File: src/rtl/jtpang_pkg.sv
// Shared definitions for the jtpang object-table DMA: state encoding and
// default table geometry.
package jtpang_pkg;

   localparam int OBJDMA_AW  = 9;
   localparam int OBJDMA_LEN = 512;

   typedef enum logic [1:0] {
      ST_IDLE = 2'd0,
      ST_REQ  = 2'd1,
      ST_COPY = 2'd2,
      ST_REL  = 2'd3
   } objdma_state_t;

endpackage

File: src/rtl/jtpang_objdma.sv
// Object DMA: on a dma_go rising edge, takes the CPU bus and copies LEN bytes
// from the CPU object RAM into the video object buffer, then releases the bus.
module jtpang_objdma
   import jtpang_pkg::*;
#(
   parameter int AW  = OBJDMA_AW,
   parameter int LEN = OBJDMA_LEN
)(
   input  logic          clk,
   input  logic          rst,
   input  logic          cen,
   input  logic          dma_go,
   input  logic          busak_n,
   output logic          busrq,
   output logic [AW-1:0] src_addr,
   input  logic [7:0]    src_data,
   output logic [AW-1:0] dst_addr,
   output logic [7:0]    dst_data,
   output logic          dst_we,
   output logic          busy
);

   localparam logic [AW:0] ZERO_C = {(AW+1){1'b0}};
   localparam logic [AW:0] ONE_C  = {{AW{1'b0}}, 1'b1};
   localparam logic [AW:0] LEN_C  = (AW+1)'(LEN);
   localparam logic [AW:0] LAST_C = (AW+1)'(LEN - 1);

   objdma_state_t state_q, state_d;
   logic          prev_q, prev_d;
   logic          pend_q, pend_d;
   logic [AW:0]   rc_q, rc_d;
   logic [AW:0]   wc_q, wc_d;
   logic          rd_q, rd_d;
   logic          busrq_q, busrq_d;
   logic          busy_q, busy_d;
   logic          trig_s;

   assign trig_s = cen & dma_go & ~prev_q;

   // State and datapath registers
   always_ff @(posedge clk or posedge rst) begin
      if (rst) begin
         state_q <= ST_IDLE;
         prev_q  <= 1'b0;
         pend_q  <= 1'b0;
         rc_q    <= ZERO_C;
         wc_q    <= ZERO_C;
         rd_q    <= 1'b0;
         busrq_q <= 1'b0;
         busy_q  <= 1'b0;
      end else begin
         state_q <= state_d;
         prev_q  <= prev_d;
         pend_q  <= pend_d;
         rc_q    <= rc_d;
         wc_q    <= wc_d;
         rd_q    <= rd_d;
         busrq_q <= busrq_d;
         busy_q  <= busy_d;
      end
   end

   // Next-state, counters and pending-trigger logic; everything advances on cen only
   always_comb begin
      state_d = state_q;
      prev_d  = prev_q;
      pend_d  = pend_q;
      rc_d    = rc_q;
      wc_d    = wc_q;
      rd_d    = rd_q;
      busrq_d = busrq_q;
      busy_d  = busy_q;
      if (cen) begin
         prev_d = dma_go;
         if (trig_s && (state_q != ST_IDLE)) begin
            pend_d = 1'b1;
         end else begin
            pend_d = pend_q;
         end
         case (state_q)
            ST_IDLE: begin
               if (trig_s) begin
                  state_d = ST_REQ;
               end else begin
                  state_d = ST_IDLE;
               end
            end
            ST_REQ: begin
               if (!busak_n) begin
                  state_d = ST_COPY;
                  rc_d    = ZERO_C;
                  wc_d    = ZERO_C;
                  rd_d    = 1'b0;
               end else begin
                  state_d = ST_REQ;
               end
            end
            ST_COPY: begin
               // A bus-ack loss freezes counters and the read-pending flag
               if (!busak_n) begin
                  if (rc_q < LEN_C) begin
                     rc_d = rc_q + ONE_C;
                     rd_d = 1'b1;
                  end else begin
                     rd_d = 1'b0;
                  end
                  if (rd_q) begin
                     wc_d = wc_q + ONE_C;
                     if (wc_q == LAST_C) begin
                        state_d = ST_REL;
                     end else begin
                        state_d = ST_COPY;
                     end
                  end else begin
                     wc_d = wc_q;
                  end
               end else begin
                  state_d = ST_COPY;
               end
            end
            ST_REL: begin
               if (busak_n) begin
                  if (pend_q || trig_s) begin
                     state_d = ST_REQ;
                     pend_d  = 1'b0;
                  end else begin
                     state_d = ST_IDLE;
                  end
               end else begin
                  state_d = ST_REL;
               end
            end
            default: state_d = ST_IDLE;
         endcase
         busrq_d = (state_d == ST_REQ) || (state_d == ST_COPY);
         busy_d  = (state_d != ST_IDLE);
      end else begin
         prev_d = prev_q;
      end
   end

   // Outputs; during a pause the pending read address is presented again so
   // that the RAM data is fresh when the write finally happens
   always_comb begin
      busrq    = busrq_q;
      busy     = busy_q;
      dst_we   = cen & ~busak_n & rd_q & (state_q == ST_COPY);
      dst_addr = wc_q[AW-1:0];
      if ((state_q == ST_COPY) && rd_q) begin
         dst_data = src_data;
      end else begin
         dst_data = 8'h00;
      end
      if ((state_q == ST_COPY) && busak_n && rd_q) begin
         src_addr = rc_q[AW-1:0] - AW'(1);
      end else begin
         src_addr = rc_q[AW-1:0];
      end
   end

endmodule

File: config.mk
export PLATFORM = sky130hd
export DESIGN_NAME = jtpang_objdma
export DESIGN_NICKNAME = d
export VERILOG_FILES = /design/src/rtl/jtpang_pkg.sv /design/src/rtl/jtpang_objdma.sv
export SDC_FILE = /design/constraint.sdc
export NUM_CORES = 1
export LEC_CHECK = 0
export CAP_MARGIN = 20
export CORE_ASPECT_RATIO = 0.6
export CORE_MARGIN = 4
export CORE_UTILIZATION = 50
export DETAILED_ROUTE_END_ITERATION = 10
export PLACE_DENSITY = 0.79
export SLEW_MARGIN = 20
export SYNTH_ARGS = -nofsm -noshare
export SYNTH_HDL_FRONTEND = slang
export SYNTH_SLANG_ARGS = --single-unit
File: constraint.sdc
create_clock -name clk -period 2.7 [get_ports clk]
set_input_delay 0.81 -clock clk [delete_from_list [all_inputs] [get_ports clk]]
set_output_delay 0.81 -clock clk [all_outputs]
set_load 0.02 [all_outputs]
# Word-level counts from Yosys, hierarchy flattened
# Cells that the tools add are included.
# op_classes
reduce_logical,13
muxes,26
n_bitwise,7
n_addsub,3
eq_ne,10
order_cmp,1
# ops
operator,count
$mux W10,5
$pmux W10 S2,2
$add A10 B1 Y10 const B,2
$eq A10 B9 Y1 const B,1
$lt A10 B10 Y1 const B,1
$mux W1,10
$mux W2,5
$reduce_and A5 Y1,2
$mux W9,1
$sub A9 B1 Y9 const B,1
$mux W8,1
$ne A2 B2 Y1 const B,4
$pmux W2 S4,1
$eq A2 B2 Y1 const B,3
$reduce_bool A2 Y1,3
$and A1 B1 Y1,5
$eq A2 B1 Y1 const B,2
$logic_and A1 B1 Y1,4
$reduce_and A4 Y1,1
$logic_not A2 Y1,1
$logic_or A1 B1 Y1,2
$not A1 Y1,2
$pmux W1 S2,1
# totals
output_inout_bits,29
elab_cells,68
ff_bits,27

# Depth between registers and ports, before layout
# depth
depth_word,9
ltp_mapped,7
mapped_depth_nobuf,6

# Worst setup path before layout
# Ideal clock, no wire load.
# synth_path
kind,input to output
from,in busak_n
to,out src_addr[6]
t_required_ps,1890
t_arrival_ps,1979
n_path_buf,0
stages,4
path_slack_ps,-89
path_cell_list,and4b_1 > nand3b_1 > or4_1 > xnor2_1
# synth_via
elab_chain_len,3
# synth_lines
element,line,text
start: declaration,jtpang_objdma.sv:13,"input logic busak_n,"
$logic_and A1 B1 Y1 (2 in series),jtpang_objdma.sv:154,if ((state_q == ST_COPY) && busak_n && rd_q) begin
$mux W9,jtpang_objdma.sv:154,
end: declaration,jtpang_objdma.sv:15,"output logic [AW-1:0] src_addr,"
# Every way passes these cells.

# Worst setup path after layout
# Same ends and word-level chain as after synthesis.

==> impl_summary.md <==
Clock network
The count of hold buffers inserted by post-cts repair is 0. The clock latency at the later pin of the worst-skew pair is 0.27 ns. The clock drives 27 sinks.

The largest buffer count on any clock path is 2. TritonCTS built the clock tree. The cell sitting at the root of the clock tree is a sky130_fd_sc_hd__clkbuf_8. The clock transition time at the flip-flop clock pins of the worst setup and hold paths is 0.09 ns. TritonCTS created 3 clock buffers. The deepest level of the CTS H-tree is 1.

Placed design
Buffers placed on the I/O ports in this run total 41. Summing all placed instances gives a cell area of about 2400 µm². The worst slack at placement is -1.041 ns. Routability-driven placement finished with a final weighted congestion of 0.7977. Once detailed placement completed, the half-perimeter wirelength came to 3371 µm.

Synthesis
By area the synthesized netlist is led by sky130_fd_sc_hd__dfrtp_1 (36%), sky130_fd_sc_hd__xnor2_1 (7.0%), sky130_fd_sc_hd__nor2_1 (5.0%). Summed over all instances, the cell type with the most area after synthesis is sky130_fd_sc_hd__dfrtp_1. The most instantiated library cell after synthesis is sky130_fd_sc_hd__dfrtp_1. For this run, the register share of the synthesized area comes to between 30% and 40%.

Synthesis handed over a netlist of 207 instances. For this run, the leading register cell type out of synthesis is sky130_fd_sc_hd__dfrtp_1. In this run, synthesis inferred 0 flip-flops with an integrated enable. The async set-or-reset flop fraction in the synthesized netlist is 100.0%. The total number of yosys warnings is 0.

The area fraction of the dominant cell type after synthesis is 35.93%. The area of the mapped netlist is around 1900 µm². The number of nets in the synthesized netlist is about 220. Synthesis instantiated 43 different standard cells from the library.

Averaged over all synthesized cells, the footprint is approximately 9.1 µm². The synthesized design contains 27 register bits. Counting instances in the post-synthesis netlist gives the leading cell types as sky130_fd_sc_hd__dfrtp_1 (27), sky130_fd_sc_hd__nor2_1 (25), sky130_fd_sc_hd__xnor2_1 (15).

Flow run
The reported max-cap violation count is 0.

Floorplan
The die width is 87.18 µm. The floorplan step defined a die boundary enclosing approximately 4800 µm². In this run the vertical extent of the chip is between 50 and 60 µm. The core region is about 3400 µm². During I/O placement, the number of pins put on the boundary was 42. For this configuration, the core starts out at a cell density of 54.93%. The floorplan has 16 rows.

Critical path
The logic depth of the worst register-to-register path is 7. The start point of the critical path is busak_n. The end point of the critical path is src_addr[6]. At the worst endpoint, the required time is between 1.5 and 2 ns.

The startpoint of the worst register-to-register path is wc_q[0]. The worst setup path is launched from an input port. For the worst setup path, the data arrival time is between 1.5 and 2 ns. Across all register-to-register paths, the minimum setup slack is ~0.6 ns. The sort of element at the end of the critical path is a primary output.

The setup path with the least slack is of type in -> out. In this run the critical register-to-register path is captured at busrq. The maximum fanout along the worst path is 3.

Detailed routing
The number of nets with antenna violations after detailed routing is 0. The routed wire length per instance is roughly 15 µm. The routed via count divided by cell count is between 5 and 6.

The total iterations of the first detailed-routing run is 4. The detailed router placed 1622 vias in this run. The count of routing violations after the opening detailed-route iteration is 82. The final layout contains routed wiring with a total length of 4505 µm. The number of remaining DRC errors is 0.

STA
The final period demand of the worst path is around 2.8 ns. In the finished design, the share of the clock period the worst path needs comes to 102.8%. Setup violations remaining at the end of the flow were counted as 3.

The number of hold-slack violations in the final timing report is 0. The max-slew violation count is 0. In this run the tightest slew margin relative to its limit is between 60 and 70%. Setup repair after global routing could not meet its margin everywhere.

Setup slack on the critical path of the routed design comes to -0.07542 ns. The maximum achievable frequency is 360.3 MHz. Across all hold checks on the routed design, the worst slack comes to approximately 0.53 ns.

The clock arrives with between 0.005 and 0.006 ns of skew. The transition time at the pin with the least slew margin is around 0.57 ns.

Global route
The maximum number of pins on one net before global-route repair is 28. The number of antenna violations at the first check in global routing is 0. The via count of the first global-routing pass was roughly 1500. Summed over all layers, the global routing overflow is 0. The total routing usage reported by global routing is about a fifth. The first global-routing pass estimated about 7400 µm of wire.

Finish
Across the whole layout, storage elements account for ~680 µm². After filler insertion, the fill cell instance count of the layout stands at between 200 and 300. The utilization after layout is between 70 and 80%. The finished cells cover between 2000 and 2500 µm².

The fraction of layout cells with a size suffix above 1 is a little under a quarter. The diode insertion count for antenna repair is 0. From synthesis to final layout, the design area changed by 32.34%. In the final layout, the multi-input gates occupy 1094 µm². The net total in the final layout is approximately 280.

Power
The post-route total power is roughly 2000 µW. The analysis attributes to cell leakage a power of roughly 0.0011 µW. The power density over the cells is 807.9 nW/µm². The peak ir drop on the vdd network is roughly 580 µV.

Hold path
The instance count along the most critical hold path is 1. In this run the most critical hold path is launched from busrq. The tightest min-delay check is of the reg -> reg type.

Run status
The checks that failed: negative setup slack. The flow ran to the end, but the final reports show violations.
-- cell type report --
class / count / area share [%]
Multi-Input combinational cell: 150 / 43.94
Tap cell: 45 / 2.262
Inverter: 7 / 1.056
Clock buffer: 4 / 1.810
Sequential cell: 27 / 27.15
Timing Repair Buffer: 69 / 23.78
-- cells in the final DEF (no fill, tap or decap), types with 4 or more instances in the layout --
master                            count
sky130_fd_sc_hd__a211oi_1             5
sky130_fd_sc_hd__and2_1              10
sky130_fd_sc_hd__buf_4               30
sky130_fd_sc_hd__clkdlybuf4s50_1     22
sky130_fd_sc_hd__dfrtp_1             27
sky130_fd_sc_hd__dlygate4sd2_1       10
sky130_fd_sc_hd__ha_1                 4
sky130_fd_sc_hd__inv_1                7
sky130_fd_sc_hd__nand2_1             12
sky130_fd_sc_hd__nand2b_1             4
sky130_fd_sc_hd__nand3_1              7
sky130_fd_sc_hd__nand4_1              4
sky130_fd_sc_hd__nand4b_1             4
sky130_fd_sc_hd__nor2_1              24
sky130_fd_sc_hd__nor3_1               4
sky130_fd_sc_hd__o21ai_0              6
sky130_fd_sc_hd__xnor2_1             14
sky130_fd_sc_hd__xor2_1               5
-- per-layer routing --
layer | wire (µm) | up-vias | global-route usage (%)
met4 | 8 | 0 | 2.845
li1 | - | 811 | -
met3 | 200 | 2 | 3.566
met1 | 2338 | 772 | 30.41
met2 | 1957 | 37 | 26.27
met5 | 0 | - | 0
-- through the flow --
step,setup TNS [ns],std cells
finish,-0.1587,302
global route,-0.3273,302
CTS,-0.4339,300
detailed placement,-8.446,295
global placement,-8.125,295
floorplan,0,207
-- critical path, cell delays in order --
cell and delay [ns]:
sky130_fd_sc_hd__buf_6 0.08, sky130_fd_sc_hd__and4b_1 0.22, sky130_fd_sc_hd__nand3b_1 0.12, sky130_fd_sc_hd__or4_4 0.44, sky130_fd_sc_hd__xnor2_2 0.14, sky130_fd_sc_hd__buf_4 0.15
-- worst min path at each step --
stage and endpoint:
3_5_place_dp busrq, 2_1_floorplan prev_q, 6_report busrq, 4_1_cts prev_q
3_3_place_gp prev_q, 5_1_grt prev_q
-- repair_timing --
action                     4_1_cts  5_1_grt
pin swaps                        4        4
hold endpoints to repair         0        0
setup endpoints to repair       18        5
resized for setup               54        6
setup buffers                    1        2
-- flip-flops by register name, indices dropped and copies added, names as in the netlist --
signal / cells
rc_q: 10
wc_q: 10
state_q: 2
busrq: 1
busy: 1
pend_q: 1
prev_q: 1
rd_q: 1
-- kinds of logic (layout without fill, tap and decap cells) --
logic type      count (synthesis)  count (layout)  share of synthesized area [%]
flops                          27              27                          35.93
xor+xnor                       22              22                          10.25
mux                             4               4                          2.262
compound gates                 29              29                          12.77
fa+ha+maj                       4               4                          2.661
buf+inv                        30              80                          9.048
simple gates                   91              91                          27.08
-- report_power, final --
group	switching, µW	internal [µW]
sequential	97.2	509
clock	127	106
combinational	642	530
No activity file was read; power rests on OpenSTA's default activity.
